==> src/rtl/axis_dac_cmd_decoder_pkg.sv <==
// Shared constants, state encoding and slot layout for the AXIS DAC command decoder.
package dac_cmd_pkg;

    localparam int SLOT_W    = 24;
    localparam int NUM_SLOTS = 3;
    localparam int WORD_W    = SLOT_W * NUM_SLOTS;
    localparam int DATA_W    = 16;

    localparam logic [1:0] LAST_SLOT = 2'(NUM_SLOTS - 1);

    localparam logic [7:0] OP_NOP    = 8'h00;
    localparam logic [7:0] OP_SET_A  = 8'h11;
    localparam logic [7:0] OP_SET_B  = 8'h14;
    localparam logic [7:0] OP_COMMIT = 8'h25;

    typedef enum logic [1:0] {
        IDLE,
        EXEC,
        HOLD
    } state_t;

    typedef struct packed {
        logic [7:0]        opcode;
        logic [DATA_W-1:0] data;
    } slot_t;

    function automatic slot_t get_slot(input logic [WORD_W-1:0] word, input logic [1:0] idx);
        case (idx)
            2'd0:    get_slot = slot_t'(word[SLOT_W-1:0]);
            2'd1:    get_slot = slot_t'(word[2*SLOT_W-1:SLOT_W]);
            2'd2:    get_slot = slot_t'(word[3*SLOT_W-1:2*SLOT_W]);
            default: get_slot = '0;
        endcase
    endfunction

endpackage

==> src/rtl/axis_dac_cmd_decoder_hold_timer.sv <==
// Post-commit hold counter: loads the COMMIT data, counts down while enabled,
// and flags the final hold cycle.
module dac_cmd_hold_timer
    import dac_cmd_pkg::*;
(
    input  logic              clk,
    input  logic              rst,
    input  logic              i_load,
    input  logic [DATA_W-1:0] i_load_val,
    input  logic              i_dec,
    output logic              o_done
);

    logic [DATA_W-1:0] r_count;

    always_ff @(posedge clk) begin
        if (rst) begin
            r_count <= '0;
        end else if (i_load) begin
            r_count <= i_load_val;
        end else if (i_dec && (r_count != '0)) begin
            r_count <= r_count - DATA_W'(1);
        end
    end

    // Done on the value 1 so a hold of N occupies exactly N cycles.
    assign o_done = (r_count == DATA_W'(1));

endmodule

==> src/rtl/axis_dac_cmd_decoder.sv <==
// Executes three {opcode,data} slots per 72-bit AXIS word into a dual-channel DAC register pair.
// Optional macro AXIS_DAC_CMD_DECODER_ERRCNT_EN adds a saturating err_count output.
module axis_dac_cmd_decoder
    import dac_cmd_pkg::*;
(
    input  logic              aclk,
    input  logic              areset,
    input  logic [WORD_W-1:0] s_axis_tdata,
    input  logic              s_axis_tvalid,
    output logic              s_axis_tready,
    output logic [DATA_W-1:0] dac_a_data,
    output logic [DATA_W-1:0] dac_b_data,
    output logic              dac_update,
    output logic              cmd_error,
`ifdef AXIS_DAC_CMD_DECODER_ERRCNT_EN
    output logic [15:0]       err_count,
`endif
    output logic              busy
);

    state_t            r_state;
    state_t            w_next;
    logic [WORD_W-1:0] r_word;
    logic [1:0]        r_slot;
    logic [DATA_W-1:0] r_sh_a;
    logic [DATA_W-1:0] r_sh_b;
    logic [DATA_W-1:0] r_dac_a;
    logic [DATA_W-1:0] r_dac_b;
    logic              r_upd;
    logic              r_err;
    logic              r_ready;
    slot_t             w_cur;
    logic              w_accept;
    logic              w_exec;
    logic              w_hold_load;
    logic              w_hold_dec;
    logic              w_hold_done;

    assign w_cur = get_slot(r_word, r_slot);

    always_ff @(posedge aclk) begin
        if (areset) begin
            r_state <= IDLE;
        end else begin
            r_state <= w_next;
        end
    end

    always_comb begin
        w_next      = r_state;
        w_accept    = 1'b0;
        w_exec      = 1'b0;
        w_hold_load = 1'b0;
        w_hold_dec  = 1'b0;
        case (r_state)
            IDLE: begin
                if (s_axis_tvalid && r_ready) begin
                    w_accept = 1'b1;
                    w_next   = EXEC;
                end
            end
            EXEC: begin
                w_exec = 1'b1;
                if ((w_cur.opcode == OP_COMMIT) && (w_cur.data != '0)) begin
                    w_hold_load = 1'b1;
                    w_next      = HOLD;
                end else if (r_slot == LAST_SLOT) begin
                    w_next = IDLE;
                end
            end
            HOLD: begin
                w_hold_dec = 1'b1;
                // r_slot already points past the COMMIT; past the last slot means the word is done.
                if (w_hold_done) begin
                    w_next = (r_slot > LAST_SLOT) ? IDLE : EXEC;
                end
            end
            default: w_next = IDLE;
        endcase
    end

    always_ff @(posedge aclk) begin
        if (areset) begin
            r_word  <= '0;
            r_slot  <= '0;
            r_sh_a  <= '0;
            r_sh_b  <= '0;
            r_dac_a <= '0;
            r_dac_b <= '0;
            r_upd   <= 1'b0;
            r_err   <= 1'b0;
            r_ready <= 1'b0;
        end else begin
            r_upd   <= 1'b0;
            r_err   <= 1'b0;
            r_ready <= (w_next == IDLE);
            if (w_accept) begin
                r_word <= s_axis_tdata;
                r_slot <= '0;
            end
            if (w_exec) begin
                r_slot <= r_slot + 2'd1;
                case (w_cur.opcode)
                    OP_NOP:   begin end
                    OP_SET_A: r_sh_a <= w_cur.data;
                    OP_SET_B: r_sh_b <= w_cur.data;
                    OP_COMMIT: begin
                        r_dac_a <= r_sh_a;
                        r_dac_b <= r_sh_b;
                        r_upd   <= 1'b1;
                    end
                    default:  r_err <= 1'b1;
                endcase
            end
        end
    end

    dac_cmd_hold_timer u_hold_timer (
        .clk        (aclk),
        .rst        (areset),
        .i_load     (w_hold_load),
        .i_load_val (w_cur.data),
        .i_dec      (w_hold_dec),
        .o_done     (w_hold_done)
    );

`ifdef AXIS_DAC_CMD_DECODER_ERRCNT_EN
    logic [15:0] r_errcnt;

    always_ff @(posedge aclk) begin
        if (areset) begin
            r_errcnt <= '0;
        end else if (w_exec && (w_cur.opcode != OP_NOP) && (w_cur.opcode != OP_SET_A) &&
                     (w_cur.opcode != OP_SET_B) && (w_cur.opcode != OP_COMMIT) &&
                     (r_errcnt != '1)) begin
            r_errcnt <= r_errcnt + 16'd1;
        end
    end

    assign err_count = r_errcnt;
`endif

    assign s_axis_tready = r_ready;
    assign dac_a_data    = r_dac_a;
    assign dac_b_data    = r_dac_b;
    assign dac_update    = r_upd;
    assign cmd_error     = r_err;
    assign busy          = (r_state != IDLE);

endmodule

==> config.mk <==
export PLATFORM = sky130hd
export DESIGN_NAME = axis_dac_cmd_decoder
export DESIGN_NICKNAME = d
export VERILOG_FILES = /design/src/rtl/axis_dac_cmd_decoder_pkg.sv /design/src/rtl/axis_dac_cmd_decoder_hold_timer.sv /design/src/rtl/axis_dac_cmd_decoder.sv
export SDC_FILE = /design/constraint.sdc
export NUM_CORES = 1
export LEC_CHECK = 0
export CAP_MARGIN = 20
export CELL_PAD_IN_SITES_DETAIL_PLACEMENT = 1
export CELL_PAD_IN_SITES_GLOBAL_PLACEMENT = 1
export CORE_ASPECT_RATIO = 0.6
export CORE_MARGIN = 2
export CORE_UTILIZATION = 42
export DETAILED_ROUTE_END_ITERATION = 10
export GPL_TIMING_DRIVEN = 1
export PLACE_DENSITY_LB_ADDON = 0.05
export SETUP_SLACK_MARGIN = 0.05
export SYNTH_ARGS = -nofsm -noshare
export SYNTH_HDL_FRONTEND = slang
export SYNTH_SLANG_ARGS = --single-unit
export TNS_END_PERCENT = 100
==> constraint.sdc <==
create_clock -name aclk -period 4.4 [get_ports aclk]
set_clock_uncertainty 0.05 [all_clocks]
set_input_delay 0.88 -clock aclk [delete_from_list [all_inputs] [get_ports aclk]]
set_output_delay 0.88 -clock aclk [all_outputs]
set_load 0.01 [all_outputs]
==> summary.md <==
| Metric | Value |
|---|---|
| Crit-path cells | `inv_1 > ha_1 > a222oi_1 > nand4_1 > or4_1 > nand2_4 > mux2_2` |
| Reg clk slew, reported paths | `0.07 ns` |
| Hold EP | `dac_b_data[6]` |
| Clock sink total | `159` |
| Routed Antenna Nets | `0` |
| Syn Inst Count | `811` |
| Status | `completed` |
| Synthesized cell area | `6570 um^2` |
| Vias in the first global route | `6291` |
| HP Class | `reg2reg` |
| Post-CTS Setup Inserts | `0` |
| Design Power | `0.00332 W` |
| Slew headroom | `0.215` |
| # IOs | `111` |
| Routed length per placed instance | `19.1 um` |
| Drt pass-1 iters | `7` |
| Largest net degree at the start of global routing | `60` |
| Commonest cells after routing, fill and taps aside | `nand2_1 (244), dfxtp_1 (159), a21oi_1 (125), clkdlybuf4s50_1 (109), nor2_1 (39)` |
| Share of the synthesized area in the top cell type | `0.484` |
| Slew Viols, Final | `0` |
| Final HPWL DP | `14900 um` |
| Fillers | `1869` |
| Count of final setup violators | `0` |
| DRC violations left | `0` |
| Post-Place Cells | `1073` |
| Synthesis-to-finish area growth | `27.0%` |
| Die Y | `101 um` |
| Antenna violations before repair | `0` |
| Reg2reg start | `r_slot[0]` |
| Worst Path Required | `4.66 ns` |
| Worst setup EP type | `flip-flop` |
| Final Net Count | `971` |
| Tmin final | `3.58 ns` |
| Lkg Pwr | `3.00 nW` |
| Worst Max-Slew Pin Slew | `1.17 ns` |
| Setup TNS Final | `0 ns` |
| Ant diodes | `0` |
| Die ar. | `16700 um^2` |
| Crit path max-delay family | `simple AND/OR/NAND/NOR gates` |
| Post-Syn Nets | `893` |
| Initial Util | `0.429` |
| Global placement routability congestion | `0.885` |
| HP Start | `dac_b_data[6]` |
| Hold buffer count at cts | `0` |
| Post-synthesis sequential area ratio | `0.484` |
| CTS tree | `built` |
| IO buf count | `110` |
| Hold Fails Final Rpt | `0` |
| Area leader, netlist | `dfxtp_1` |
| CP Launch Type | `flip-flop` |
| Global-route wire length before repair | `33900 um` |
| Max FO, Critical Path | `21` |
| Hold path depth | `2` |
| CTS Buffer Depth | `2` |
| Drt via density | `5.66` |
| Crit path max-delay cell type | `a222oi_1` |
| Peak supply drop | `0.286 mV` |
| Leading post-synthesis cells by cell area | `dfxtp_1 (48%), nand2_1 (14%), a21oi_1 (9.5%)` |
| Synth cell types | `47` |
| YS warnings | `0` |
| WS Path Type | `reg2reg` |
| Post-synthesis sequential element count | `159` |
| Syn avg cell area | `8.10 um^2` |
| Clk root buf | `clkbuf_16` |
| Reg2reg setup slack | `0.82 ns` |
| Max Clk Rate | `0.280 GHz` |
| Place WS | `0.863 ns` |
| GRT Total Usage | `0.262` |
| Clk Latency, worst-skew pair | `0.43 ns` |
| Multi-input logic area | `3080 um^2` |
| Layout cell share with drive strength beyond 1 | `0.0654` |
| Final worst setup slack | `0.823 ns` |
| PD cells | `399 nW/um^2` |
| Max cap viols | `0` |
| DRT Wirelength | `21100 um` |
| CTS Buf Count | `17` |
| FF-to-FF path depth | `7` |
| Core area | `15300 um^2` |
| Detailed-route via count | `6259` |
| H-tree Lvls | `4` |
| Final Cycle Share | `0.813` |
| 1st-iter DRT viols | `439` |
| FF-to-FF End | `u_hold_timer.r_count[3]` |
| Worst Path Arrival | `3.83 ns` |
| Die width | `165 um` |
| Total grt overflow | `0` |
| Fin cells | `1105` |
| Reg area | `3180 um^2` |
| Most common cell after layout, fill and taps aside | `nand2_1` |
| CTS resizes | `0` |
| Max stage delay on crit path | `0.77 ns` |
| Worst Path Buf+Inv | `1` |
| RSZ-0062 raised after global routing | `false` |
| Cell Rows | `35` |
-- layout make-up --
type / instances / area share
Sequential cell: 159 / 0.382
Multi-Input combinational cell: 580 / 0.369
Timing Repair Buffer: 124 / 0.144
Clock buffer: 18 / 0.0514
Tap cell: 203 / 0.0304
Clock inverter: 14 / 0.0205
Inverter: 7 / 0.00315
-- worst max-delay path by stage --
stage                         start                      end  slack (ns)  depth (start not counted)
after floorplan           r_slot[0]  u_hold_timer.r_count[3]        1.69                         10
after global placement    r_slot[0]  u_hold_timer.r_count[3]        1.05                          7
after detailed placement  r_slot[0]  u_hold_timer.r_count[3]        0.86                          7
after CTS                 r_slot[0]  u_hold_timer.r_count[3]        0.83                          7
after global routing      r_slot[0]  u_hold_timer.r_count[1]        0.59                          8
final                     r_slot[0]  u_hold_timer.r_count[3]        0.82                          7
-- logic make-up after synthesis --
family          synth area share
compound gates             0.177
flops                      0.484
xor+xnor                 0.00800
simple gates               0.242
fa+ha+maj                 0.0133
mux                       0.0261
buf+inv                   0.0493
-- power by group --
group / internal [W] / switching (W) / total [W]
clock: 0.000861 / 0.000657 / 0.00152
sequential: 0.00148 / 0.0000263 / 0.00150
combinational: 0.000124 / 0.000180 / 0.000305
total: 0.00246 / 0.000863 / 0.00332
-- Yosys cell counts (all sizes together) --
| cell type | instances |
|---|---|
| xnor2 | 6 |
| ha | 7 |
| a222oi | 20 |
| o211ai | 1 |
| o31ai | 8 |
| mux2 | 1 |
| o21a | 3 |
| nor3b | 1 |
| clkbuf | 45 |
| nor4 | 10 |
| a21oi | 125 |
| buf | 20 |
| nor3 | 11 |
| o41ai | 9 |
| or4 | 8 |
| o21ai | 8 |
| or3b | 1 |
| a221oi | 2 |
| o221ai | 4 |
| dfxtp | 159 |
| a31oi | 1 |
| nand3b | 1 |
| nand4 | 11 |
| nand3 | 9 |
| a31o | 3 |
| and4 | 4 |
| nor2 | 40 |
| o31a | 2 |
| nand2b | 2 |
| or3 | 12 |
| nor4b | 2 |
| and3 | 2 |
| inv | 7 |
| nand2 | 245 |
| a221o | 1 |
| mux2i | 16 |
| nor2b | 4 |
-- through the flow --
step            util  hold slack (ns)  area (um^2)
2_1_floorplan      -            0.382         6570
3_3_place_gp   0.505            0.390         7740
3_5_place_dp   0.505            0.396         7740
4_1_cts        0.544            0.406         8340
5_1_grt        0.544            0.425         8340
6_report       0.544            0.401         8340
-- sequential cells by signal, indices dropped and copies added (netlist names), 2 cells and up --
name,cells
dac_b_data,16
r_slot,2
dac_a_data,16
r_sh_a,16
u_hold_timer.r_count,16
r_sh_b,16
r_state,2
r_word,72
-- routing by layer --
| layer | wire length [um] | up-vias | GRT usage |
|---|---|---|---|
| met5 | 0 | - | 0 |
| met1 | 10000 | 3091 | 0.369 |
| met3 | 1170 | 26 | 0.0440 |
| li1 | - | 2977 | - |
| met2 | 9660 | 165 | 0.420 |
| met4 | 266 | 0 | 0.0663 |
-- worst reg2reg max path, cell delays in order (launching register included) --
cell      delay [ns]
dfxtp_1         0.38
inv_1           0.11
ha_1            0.48
a222oi_1        0.77
nand4_1         0.26
or4_1           0.75
nand2_4         0.29
mux2_2          0.37
Power figures use the tool's default switching activity.
